### src/rtl/booth_multiplier_param_pkg.sv
// Shared definitions for the Booth multiplier and the factorial controller:
// controller state encoding and radix-4 Booth digit codes.
package booth_multiplier_param_pkg;

    typedef enum logic [1:0] {
        ST_IDLE    = 2'b00,
        ST_EXECUTE = 2'b01,
        ST_DONE    = 2'b10
    } mul_state_t;

    typedef enum logic [2:0] {
        BOOTH_ZERO = 3'd0,
        BOOTH_POS1 = 3'd1,
        BOOTH_POS2 = 3'd2,
        BOOTH_NEG1 = 3'd3,
        BOOTH_NEG2 = 3'd4
    } booth_op_t;

    // Triplet x(2i+1),x(2i),x(2i-1) -> radix-4 digit in {-2,-1,0,+1,+2}
    function automatic booth_op_t booth_decode(input logic [2:0] triplet);
        booth_op_t op_v;
        case (triplet)
            3'b000, 3'b111: op_v = BOOTH_ZERO;
            3'b001, 3'b010: op_v = BOOTH_POS1;
            3'b011:         op_v = BOOTH_POS2;
            3'b100:         op_v = BOOTH_NEG2;
            3'b101, 3'b110: op_v = BOOTH_NEG1;
            default:        op_v = BOOTH_ZERO;
        endcase
        return op_v;
    endfunction

endpackage

### src/rtl/booth_multiplier_param_digit.sv
// One radix-4 Booth digit: selects 0, +/-M or +/-2M from the extended
// multiplicand according to the recoded triplet (two's-complement, modulo 2^MW).
module booth_r4_digit
    import booth_multiplier_param_pkg::*;
#(
    parameter int MW = 130
) (
    input  logic [2:0]    triplet,
    input  logic [MW-1:0] mcand,
    output logic [MW-1:0] pp
);

    booth_op_t op_s;

    // Digit decode and partial-product selection
    always_comb begin
        op_s = booth_decode(triplet);
        pp   = '0;
        case (op_s)
            BOOTH_ZERO: pp = '0;
            BOOTH_POS1: pp = mcand;
            BOOTH_POS2: pp = mcand << 1;
            BOOTH_NEG1: pp = -mcand;
            BOOTH_NEG2: pp = -(mcand << 1);
            default:    pp = '0;
        endcase
    end

endmodule

### src/rtl/booth_multiplier_param.sv
// Sequential radix-4 Booth multiplier, DPC digits retired per EXECUTE cycle,
// with op_start/op_clear/op_done handshake, busy flag and signed/unsigned mode.
module booth_multiplier_param
    import booth_multiplier_param_pkg::*;
#(
    parameter int WIDTH = 64,
    parameter int DPC   = 1
) (
    input  logic               clk,
    input  logic               reset,
    input  logic               op_start,
    input  logic               op_clear,
    input  logic               signed_mode,
    input  logic [WIDTH-1:0]   multiplier,
    input  logic [WIDTH-1:0]   multiplicand,
    output logic               op_done,
    output logic               op_busy,
    output logic [2*WIDTH-1:0] result
);

    localparam int NDIG = WIDTH / 2 + 1;
    localparam int ITER = (NDIG + DPC - 1) / DPC;
    localparam int EXT  = 2 * DPC * ITER;
    localparam int MW   = 2 * WIDTH + 2;
    localparam int PW   = 2 * WIDTH;
    localparam int CW   = $clog2(ITER + 1) + 1;

    localparam logic [CW-1:0] LAST_CNT = CW'(ITER - 1);
    localparam logic [CW-1:0] CNT_ONE  = {{(CW-1){1'b0}}, 1'b1};

    mul_state_t    state_r;
    mul_state_t    state_next_s;
    logic [CW-1:0] cnt_r;
    logic [EXT:0]  mplier_r;      // extended multiplier with x(-1) at bit 0
    logic [MW-1:0] mcand_r;       // extended multiplicand, pre-shifted per cycle
    logic [PW-1:0] acc_r;
    logic [PW-1:0] step_sum_s;
    logic [PW-1:0] result_r;
    logic          done_r;
    logic          busy_r;
    logic          mplier_ext_s;
    logic          mcand_ext_s;
    logic [EXT:0]  mplier_load_s;
    logic [MW-1:0] mcand_load_s;
    logic [MW-1:0] pp_s [DPC];

    // Operand extension applied on the latching edge
    always_comb begin
        mplier_ext_s  = signed_mode & multiplier[WIDTH-1];
        mcand_ext_s   = signed_mode & multiplicand[WIDTH-1];
        mplier_load_s = {{(EXT-WIDTH){mplier_ext_s}}, multiplier, 1'b0};
        mcand_load_s  = {{(MW-WIDTH){mcand_ext_s}}, multiplicand};
    end

    // The window always sits at the bottom of mplier_r; it is shifted down
    // each cycle while the multiplicand is shifted up by the same 2*DPC.
    for (genvar j = 0; j < DPC; j++) begin : g_digit
        booth_r4_digit #(
            .MW (MW)
        ) u_digit (
            .triplet (mplier_r[2*j+2 -: 3]),
            .mcand   (mcand_r),
            .pp      (pp_s[j])
        );
    end

    // Accumulate this cycle's DPC partial products, modulo 2^PW
    always_comb begin
        step_sum_s = acc_r;
        for (int j = 0; j < DPC; j++) begin
            step_sum_s = step_sum_s + PW'(pp_s[j] << (2 * j));
        end
    end

    // Next-state logic; op_clear overrides every transition
    always_comb begin
        state_next_s = state_r;
        if (op_clear) begin
            state_next_s = ST_IDLE;
        end else begin
            case (state_r)
                ST_IDLE: begin
                    if (op_start) begin
                        state_next_s = ST_EXECUTE;
                    end else begin
                        state_next_s = ST_IDLE;
                    end
                end
                ST_EXECUTE: begin
                    if (cnt_r == LAST_CNT) begin
                        state_next_s = ST_DONE;
                    end else begin
                        state_next_s = ST_EXECUTE;
                    end
                end
                ST_DONE:    state_next_s = ST_DONE;
                default:    state_next_s = ST_IDLE;
            endcase
        end
    end

    // State register
    always_ff @(posedge clk) begin
        if (reset) begin
            state_r <= ST_IDLE;
        end else begin
            state_r <= state_next_s;
        end
    end

    // Datapath, counter and registered status outputs
    always_ff @(posedge clk) begin
        if (reset) begin
            cnt_r    <= '0;
            mplier_r <= '0;
            mcand_r  <= '0;
            acc_r    <= '0;
            result_r <= '0;
            done_r   <= 1'b0;
            busy_r   <= 1'b0;
        end else if (op_clear) begin
            cnt_r    <= '0;
            acc_r    <= '0;
            result_r <= '0;
            done_r   <= 1'b0;
            busy_r   <= 1'b0;
        end else begin
            // Flags follow the state one edge later, which keeps them disjoint
            done_r <= (state_r == ST_DONE);
            busy_r <= (state_r == ST_EXECUTE);
            case (state_r)
                ST_IDLE: begin
                    if (op_start) begin
                        mplier_r <= mplier_load_s;
                        mcand_r  <= mcand_load_s;
                        acc_r    <= '0;
                        cnt_r    <= '0;
                    end
                end
                ST_EXECUTE: begin
                    acc_r    <= step_sum_s;
                    mplier_r <= mplier_r >> (2 * DPC);
                    mcand_r  <= mcand_r << (2 * DPC);
                    cnt_r    <= cnt_r + CNT_ONE;
                end
                ST_DONE: begin
                    result_r <= acc_r;
                end
                default: begin
                    cnt_r <= '0;
                end
            endcase
        end
    end

    assign op_done = done_r;
    assign op_busy = busy_r;
    assign result  = result_r;

endmodule

### config.mk
export PLATFORM = sky130hd
export DESIGN_NAME = booth_multiplier_param
export DESIGN_NICKNAME = d
export VERILOG_FILES = /design/src/rtl/booth_multiplier_param_pkg.sv /design/src/rtl/booth_multiplier_param_digit.sv /design/src/rtl/booth_multiplier_param.sv
export SDC_FILE = /design/constraint.sdc
export NUM_CORES = 2
export LEC_CHECK = 0
export CORE_MARGIN = 5
export CORE_UTILIZATION = 54
export DETAILED_ROUTE_END_ITERATION = 8
export MAX_ROUTING_LAYER = met4
export PLACE_DENSITY = 0.8
export SLEW_MARGIN = 5
export SYNTH_ARGS = -nofsm -noshare
export SYNTH_HDL_FRONTEND = slang
export SYNTH_SLANG_ARGS = --single-unit
### constraint.sdc
create_clock -name clk -period 6.2 [get_ports clk]
set_clock_uncertainty 0.15 [all_clocks]
set_input_delay 0.93 -clock clk [delete_from_list [all_inputs] [get_ports clk]]
set_output_delay 0.93 -clock clk [all_outputs]
set_load 0.02 [all_outputs]
## Word level (Yosys, flattened, before mapping)

Memory sizes are Yosys's and may differ from the RTL's. A register that Yosys moved wholly into a read port is not among the register bits.
Index checks and enable logic that the tools add are counted.

- Multiplexer cells: 14
- $add $sub $neg: 4
- Reduce and logical (&&, ||, !) cells: 6
- Magnitude comparators: 0
- Eq/ne operators: 8
- Bitwise logic cells: 4
- $mul: 0
- Shift operators: 0
- Divide/modulo/power cells: 0

Operators with widths:

| kind | number |
|---|---|
| $pmux 128 s2 | 2 |
| $pmux 128 s4 | 1 |
| $mux 128 | 2 |
| $neg 128->128 | 2 |
| $pmux 67 s2 | 1 |
| $add 128x128->128 | 1 |
| $mux 67 | 1 |
| $pmux 7 s3 | 1 |
| $add 7x1->7 const B | 1 |
| $eq 7x6->1 const B | 1 |
| $mux 7 | 1 |
| $eq 3x2->1 const B | 2 |
| $mux 3 | 2 |
| $pmux 2 s3 | 1 |
| $reduce_and 2->1 | 2 |
| $eq 3x1->1 const B | 1 |
| $eq 3x3->1 const B | 1 |
| $reduce_and 3->1 | 1 |
| $and 1x1->1 | 2 |
| $eq 2x1->1 const B | 1 |
| $eq 2x2->1 const B | 1 |
| $logic_not 2->1 | 1 |
| $mux 2 | 1 |
| $ne 2x2->1 const B | 1 |
| other kinds (4) | 5 |

- Memories kept: 1
- Output and inout bits: 130
- Latch bits: 0
- RAM bits: 0
- Bits of input ports: 133
- Bits in registers: 462
- Word-level logic and storage cells: 45
- ROM bits: 24

Memories:

| name | words | bits a word | read ports | clocked after memory_dff | wr ports | line | RTL |
|---|---|---|---|---|---|---|---|
| (name not given) | 8 | 3 | 1 | 1 | 0 | booth_multiplier_param_pkg.sv:22 | `case (triplet)` |

## Depth between registers and ports, before layout

- Word-level depth: 5
- Depth in mapped cells: 29

## Hierarchy

A second synthesis with hierarchy kept.

- Cells, all modules: 4,682
- Area, all modules: 32,907.8 µm²

By module, submodules not included:

| module | times used | area an instance (µm²) | cells each |
|---|---|---|---|
| booth_multiplier_param | 1 | 25,494.5 | 3,389 |
| booth_r4_digit | 1 | 7,413.4 | 1,293 |

## Worst setup path before layout

Ideal clock, no wire load.

- Kind: flip-flop to flip-flop
- Start point: register mcand_r[11]
- End point: register acc_r[127]
- Data required time: 5.916 ns
- Data arrival time: 6.479 ns
- Path slack: -0.563 ns
- Cell stages (with the launch flop): 26
- Library setup time: 0.134 ns
- Cell sequence: dfxtp_1 > buf_6 > or4_4 > or4b_4 > buf_6 > or3_1 > buf_6 > nor2_1 > nand3_1 > or3_1 > or3_1 > or3_1 > a221o_1 > ha_1 > clkbuf_1 > a21oi_1 > o21ai_0 > a211oi_1 > a21oi_1 > o31ai_1 > a311o_1 > nand3_1 > a221oi_1 > nor2_1 > mux2i_1 > or4_1

- Word-level cells in the longest chain between the ends: 4
- Elaborated cells between the ends (all ways): 5
- Classes of those cells: 3 x add/sub; 2 x mux

RTL lines:

| item | line | RTL |
|---|---|---|
| start: declaration | booth_multiplier_param.sv:35 | `logic [MW-1:0] mcand_r;` |
| start signal: assignment | booth_multiplier_param.sv:135 | `mcand_r <= mcand_load_s;` |
| start signal: assignment | booth_multiplier_param.sv:143 | `mcand_r <= mcand_r << (2 * DPC);` |
| $neg 128->128, on equally long branches | booth_multiplier_param_digit.sv:23, booth_multiplier_param_digit.sv:24 |  |
| $pmux 128 s4 (*) | booth_multiplier_param_digit.sv:19 | `case (op_s)` |
| $add 128x128->128 (*) | booth_multiplier_param.sv:71 | `step_sum_s = step_sum_s + PW'(pp_s[j] << (2 * j));` |
| $pmux 128 s2 (*) | booth_multiplier_param.sv:131 | `case (state_r)` |
| end signal: assignment | booth_multiplier_param.sv:141 | `acc_r <= step_sum_s;` |
| end: declaration | booth_multiplier_param.sv:36 | `logic [PW-1:0] acc_r;` |

Mark *: on every way between the ends. The rest lies on a longest branch, timed or not.
A chain may end at the register's enable or synchronous reset.

## Worst setup path in the final report

- Start point: register mcand_r[13]
- End point: register acc_r[127]

The elaborated chain is that of the path after synthesis.

==> run_results.csv <==
group,metric,value,unit
outcome,outcome,"finished, violations left",
outcome,violations,"negative setup slack",
worst_hold_path,holdPathStages,2,
yosys,ys_seq_elements,464,
clock_network,cts_made_buffers,51,
worst_setup_path,cp.required,6.55,ns
worst_setup_path,cp.depth,23,
job,maxCapViolCount,0,
power_and_ir_drop,combinationalPowerShare,21.7,%
grt,grt_use_total,36.73,%
power_and_ir_drop,netSwitchingFraction,31.14,%
clock_network,htree_levels,2,
cells_and_area,syn_to_final_growth,32.38,%
worst_setup_path,crit_arrival,6.94,ns
timing,setup_viol,26,
yosys,syn_nets,4897,
timing,period_minus_slack,6.581,ns
worst_setup_path,cp_top_family,"simple AND/OR/NAND/NOR gates",
timing,setup_tns,-3.277,ns
power_and_ir_drop,ir_drop,0.0002301,V
worst_setup_path,crit_path_start_kind,"register",
clock_network,path_clk_slew,0.06,ns
power_and_ir_drop,switchingPower,2.495,mW
floorplan,rows,89,
route,antenna_left,0,
worst_setup_path,cp.buffers_inverters,0,
grt,grt-ovfl-total,0,
power_and_ir_drop,seqPwrFrac,39.9,%
worst_setup_path,worst-path-max-fanout,3,
power_and_ir_drop,p_leak,16.67,nW
cells_and_area,layout-drive-gt1-share,19.90,%
grt,grt_pass1_vias,34270,
route,vias,36910,
yosys,syn_area,32170,sq um
yosys,synth_edf_count,0,
worst_setup_path,r2r-end,"acc_r[127]",
floorplan,die_area,64560,sq um
power_and_ir_drop,pwr-share-clk,38.4,%
yosys,synth_compound_area_share,26.50,%
timing,fin_crit_sh,106.1,%
yosys,synthSimpleGateAreaFrac,26.23,%
cells_and_area,nets,5464,
yosys,synthCells,4632,
clock_network,root_buffer,"clkbuf_16",
placement,gp_congestion,1.038,
yosys,async_reset_ff_share,0,%
floorplan,initial_core_util,54.51,%
power_and_ir_drop,powerDensity,188.1,nW/um^2
clock_network,max-clock-path-buffers,3,
timing,drv_slew,0,
yosys,synthMuxAreaShare,0.4200,%
route,wl_per_cell,20.37,um
floorplan,io_pins,263,
worst_hold_path,min_path_type,"register to register",
route,first_iter_violations,4197,
route,drc_errors,0,
grt,antenna_found_initial,4,
yosys,seq_area_frac_synth,28.87,%
worst_setup_path,cp_common_cell,"or3_4",
power_and_ir_drop,power.internal,5.516,mW
route,first_pass_iters,8,
timing,max-slew-margin-rel,21.57,%
placement,port_buffers,262,
floorplan,die_w,254.1,um
worst_setup_path,worst_path_largest_cell_delay,0.56,ns
timing,fmax,152.0,MHz
yosys,ys_types,80,
timing,finalHoldViolCount,0,
placement,dpl_worst_slack,-0.4426,ns
yosys,synth_top_family_by_area,"compound AO/OA/AOI/OAI gates",
worst_hold_path,hold_path_end,"result[51]",
cells_and_area,fin_util,72.16,%
clock_network,insertion_delay,0.64,ns
yosys,synth_xor_xnor_area_share,7.024,%
cells_and_area,fin_area,42590,sq um
worst_setup_path,path_class,"register to register",
placement,dpl.hpwl,89460,um
grt,grt_max_degree,200,
worst_setup_path,slowest_stage,"or4_4",
timing,rsz0062_at_grt,"true",
grt,grt_pass1_wl,187300,um
yosys,yosys_warnings,0,
floorplan,dieHeight,254.1,um
placement,dpl-instance-area,39110,sq um
worst_setup_path,r2r_slack,-0.38,ns
timing,tightest_slew,1.176,ns
clock_network,cts_tree,"built",
clock_network,cts.sinks,464,
worst_hold_path,hp-start,"result[51]",
yosys,synthFlopType,"dfxtp_1",
yosys,syn_avg_cell_area,6.946,sq um
route,routed_via_density,6.138,
yosys,synth_adder_area_share,5.157,%
floorplan,coreArea,59020,sq um
worst_setup_path,crit_chain,"or4_4 -> or4b_4 -> or3_4 -> nor2_4 -> nand3_2 -> or3_4 -> or3_4 -> or3_4 -> nand2_2 -> xor2_1 -> o22ai_1 -> ha_1 -> nand4_1 -> nor2_2 -> nand4_1 -> nor3_4 -> o311ai_4 -> a311o_1 -> nand3_2 -> a221oi_4 -> nor2_2 -> nor3_1 -> or4_1",
worst_setup_path,reg2reg_depth,23,
worst_setup_path,end_kind,"register",
route,wl,122500,um
timing,setup_ws,-0.3810,ns
worst_setup_path,r2r-start,"mcand_r[13]",
## power groups by stage
stage,sequential [mW],combinational [mW],clock [mW]
after global placement,3.25,1.59,0
after CTS,3.19,1.64,3.10
after floorplan,3.19,1.01,0
final,3.19,1.74,3.08
after detailed placement,3.25,1.61,0
after global routing,3.21,1.87,3.22
## layout by cell type, fill, tap and decap left out, drive strengths merged, types with 10 or more instances in the layout
cell             n
a21oi          422
nand2          886
inv             50
o22ai           87
a21o            70
or3             64
dfxtp          464
nor4            30
a21boi          12
or2             18
clkbuf          72
nand2b          27
and2            14
nor2           491
o21bai          35
o21ai          309
ha             131
clkinv          11
xor2           161
nand3           55
and3            19
a311oi         128
o21a            18
a22oi          153
buf            692
o31ai           15
nor3           152
xnor2           97
o211ai          14
nand4           95
a221o           10
or4             23
nor2b           17
clkdlybuf4s50  261
a31oi           21
## worst register-to-register path, delay by kind of cell (launching register included)
kind            cells  cell delay [ns]
simple gates       17             4.63
xor+xnor            1             0.16
fa+ha+maj           1             0.35
compound gates      4             0.82
flops               1             0.32
## cell families (layout without fill, tap and decap cells)
| group | after synthesis | count (layout) |
|---|---|---|
| simple gates | 1917 | 1917 |
| compound gates | 1361 | 1361 |
| buf+inv | 487 | 1092 |
| flops | 464 | 464 |
| xor+xnor | 258 | 258 |
| fa+ha+maj | 132 | 132 |
| mux | 13 | 13 |
| other cells | 0 | 4 |
## cell usage after synthesis (18+ instances only)
library cell  count  area [sq um]
o21a_1           18         135.1
a311oi_1        128          1121
nand4_1          94         588.1
xor2_1          161          1410
o21ai_0         306          1531
xnor2_1          97         849.6
ha_1            131          1639
inv_1            47         176.4
nand2_1         886          3326
o21bai_1         35         262.8
and3_1           19         118.9
or3_1            62         387.9
a21oi_1         422          2112
or4_1            21         157.7
or2_2            18         112.6
nand2b_1         27         168.9
a31oi_1          21         131.4
dfxtp_1         464          9289
nand3_1          55         275.3
a21o_1           70         525.5
nor4_1           28         175.2
o22ai_1          87         544.3
clkbuf_1        414          1554
a22oi_1         153          1149
nor2_1          491          1843
nor3_1          152         760.7
## worst max path at each step
stage	slack (ns)	end	startpoint
floorplan	-0.17	acc_r[127]	mcand_r[11]
global placement	-0.44	acc_r[99]	mcand_r[10]
detailed placement	-0.44	acc_r[99]	mcand_r[10]
CTS	-0.29	acc_r[127]	mcand_r[10]
global route	-0.49	acc_r[127]	mcand_r[13]
finish	-0.38	acc_r[127]	mcand_r[13]
## final cells by class
class	count	area [sq um]
flip-flops and latches	464	9298
clock inverters	19	206.4
fillers	4918	16430
well taps	773	967.2
repair buffers	953	7993
inverters	48	182.7
multi-input cells	3681	22500
clock buffers	72	1436
diodes	4	10.01
## stage by stage
stage / total power [mW] / hold WS [ns] / cells
2_1_floorplan: 4.208 / 0.2773 / 4632
5_1_grt: 8.295 / 0.3184 / 6014
4_1_cts: 7.927 / 0.3042 / 5979
3_3_place_gp: 4.841 / 0.2854 / 5873
3_5_place_dp: 4.863 / 0.2959 / 5873
6_report: 8.011 / 0.3019 / 6014
## routing by layer
| metal | vias to the layer above | wire length [um] | track usage [%] | share of wire [%] |
|---|---|---|---|---|
| li1 | 17580 | - | - | - |
| met3 | 331 | 11390 | 7.420 | 9.3 |
| met4 | 0 | 5226 | 13.98 | 4.3 |
| met1 | 17250 | 50100 | 46.72 | 41 |
| met5 | - | 0 | - | 0 |
| met2 | 1757 | 55810 | 57.91 | 46 |
## state kept, by name, indices dropped and copies added, names as in the netlist
signal and count:
state_r 2, op_done 1, g_digit.u_digit.op_s 3, result 128, op_busy 1, mcand_r 128, cnt_r 7, acc_r 128
mplier_r 66
## repair_timing
item	4_1_cts	5_1_grt
hold buffers	0	0
buffers inserted	15	34
gates resized for setup	112	262
pin swaps	31	98
setup endpoints to repair	48	73
Note: power is estimated with default switching activity, not from simulation.
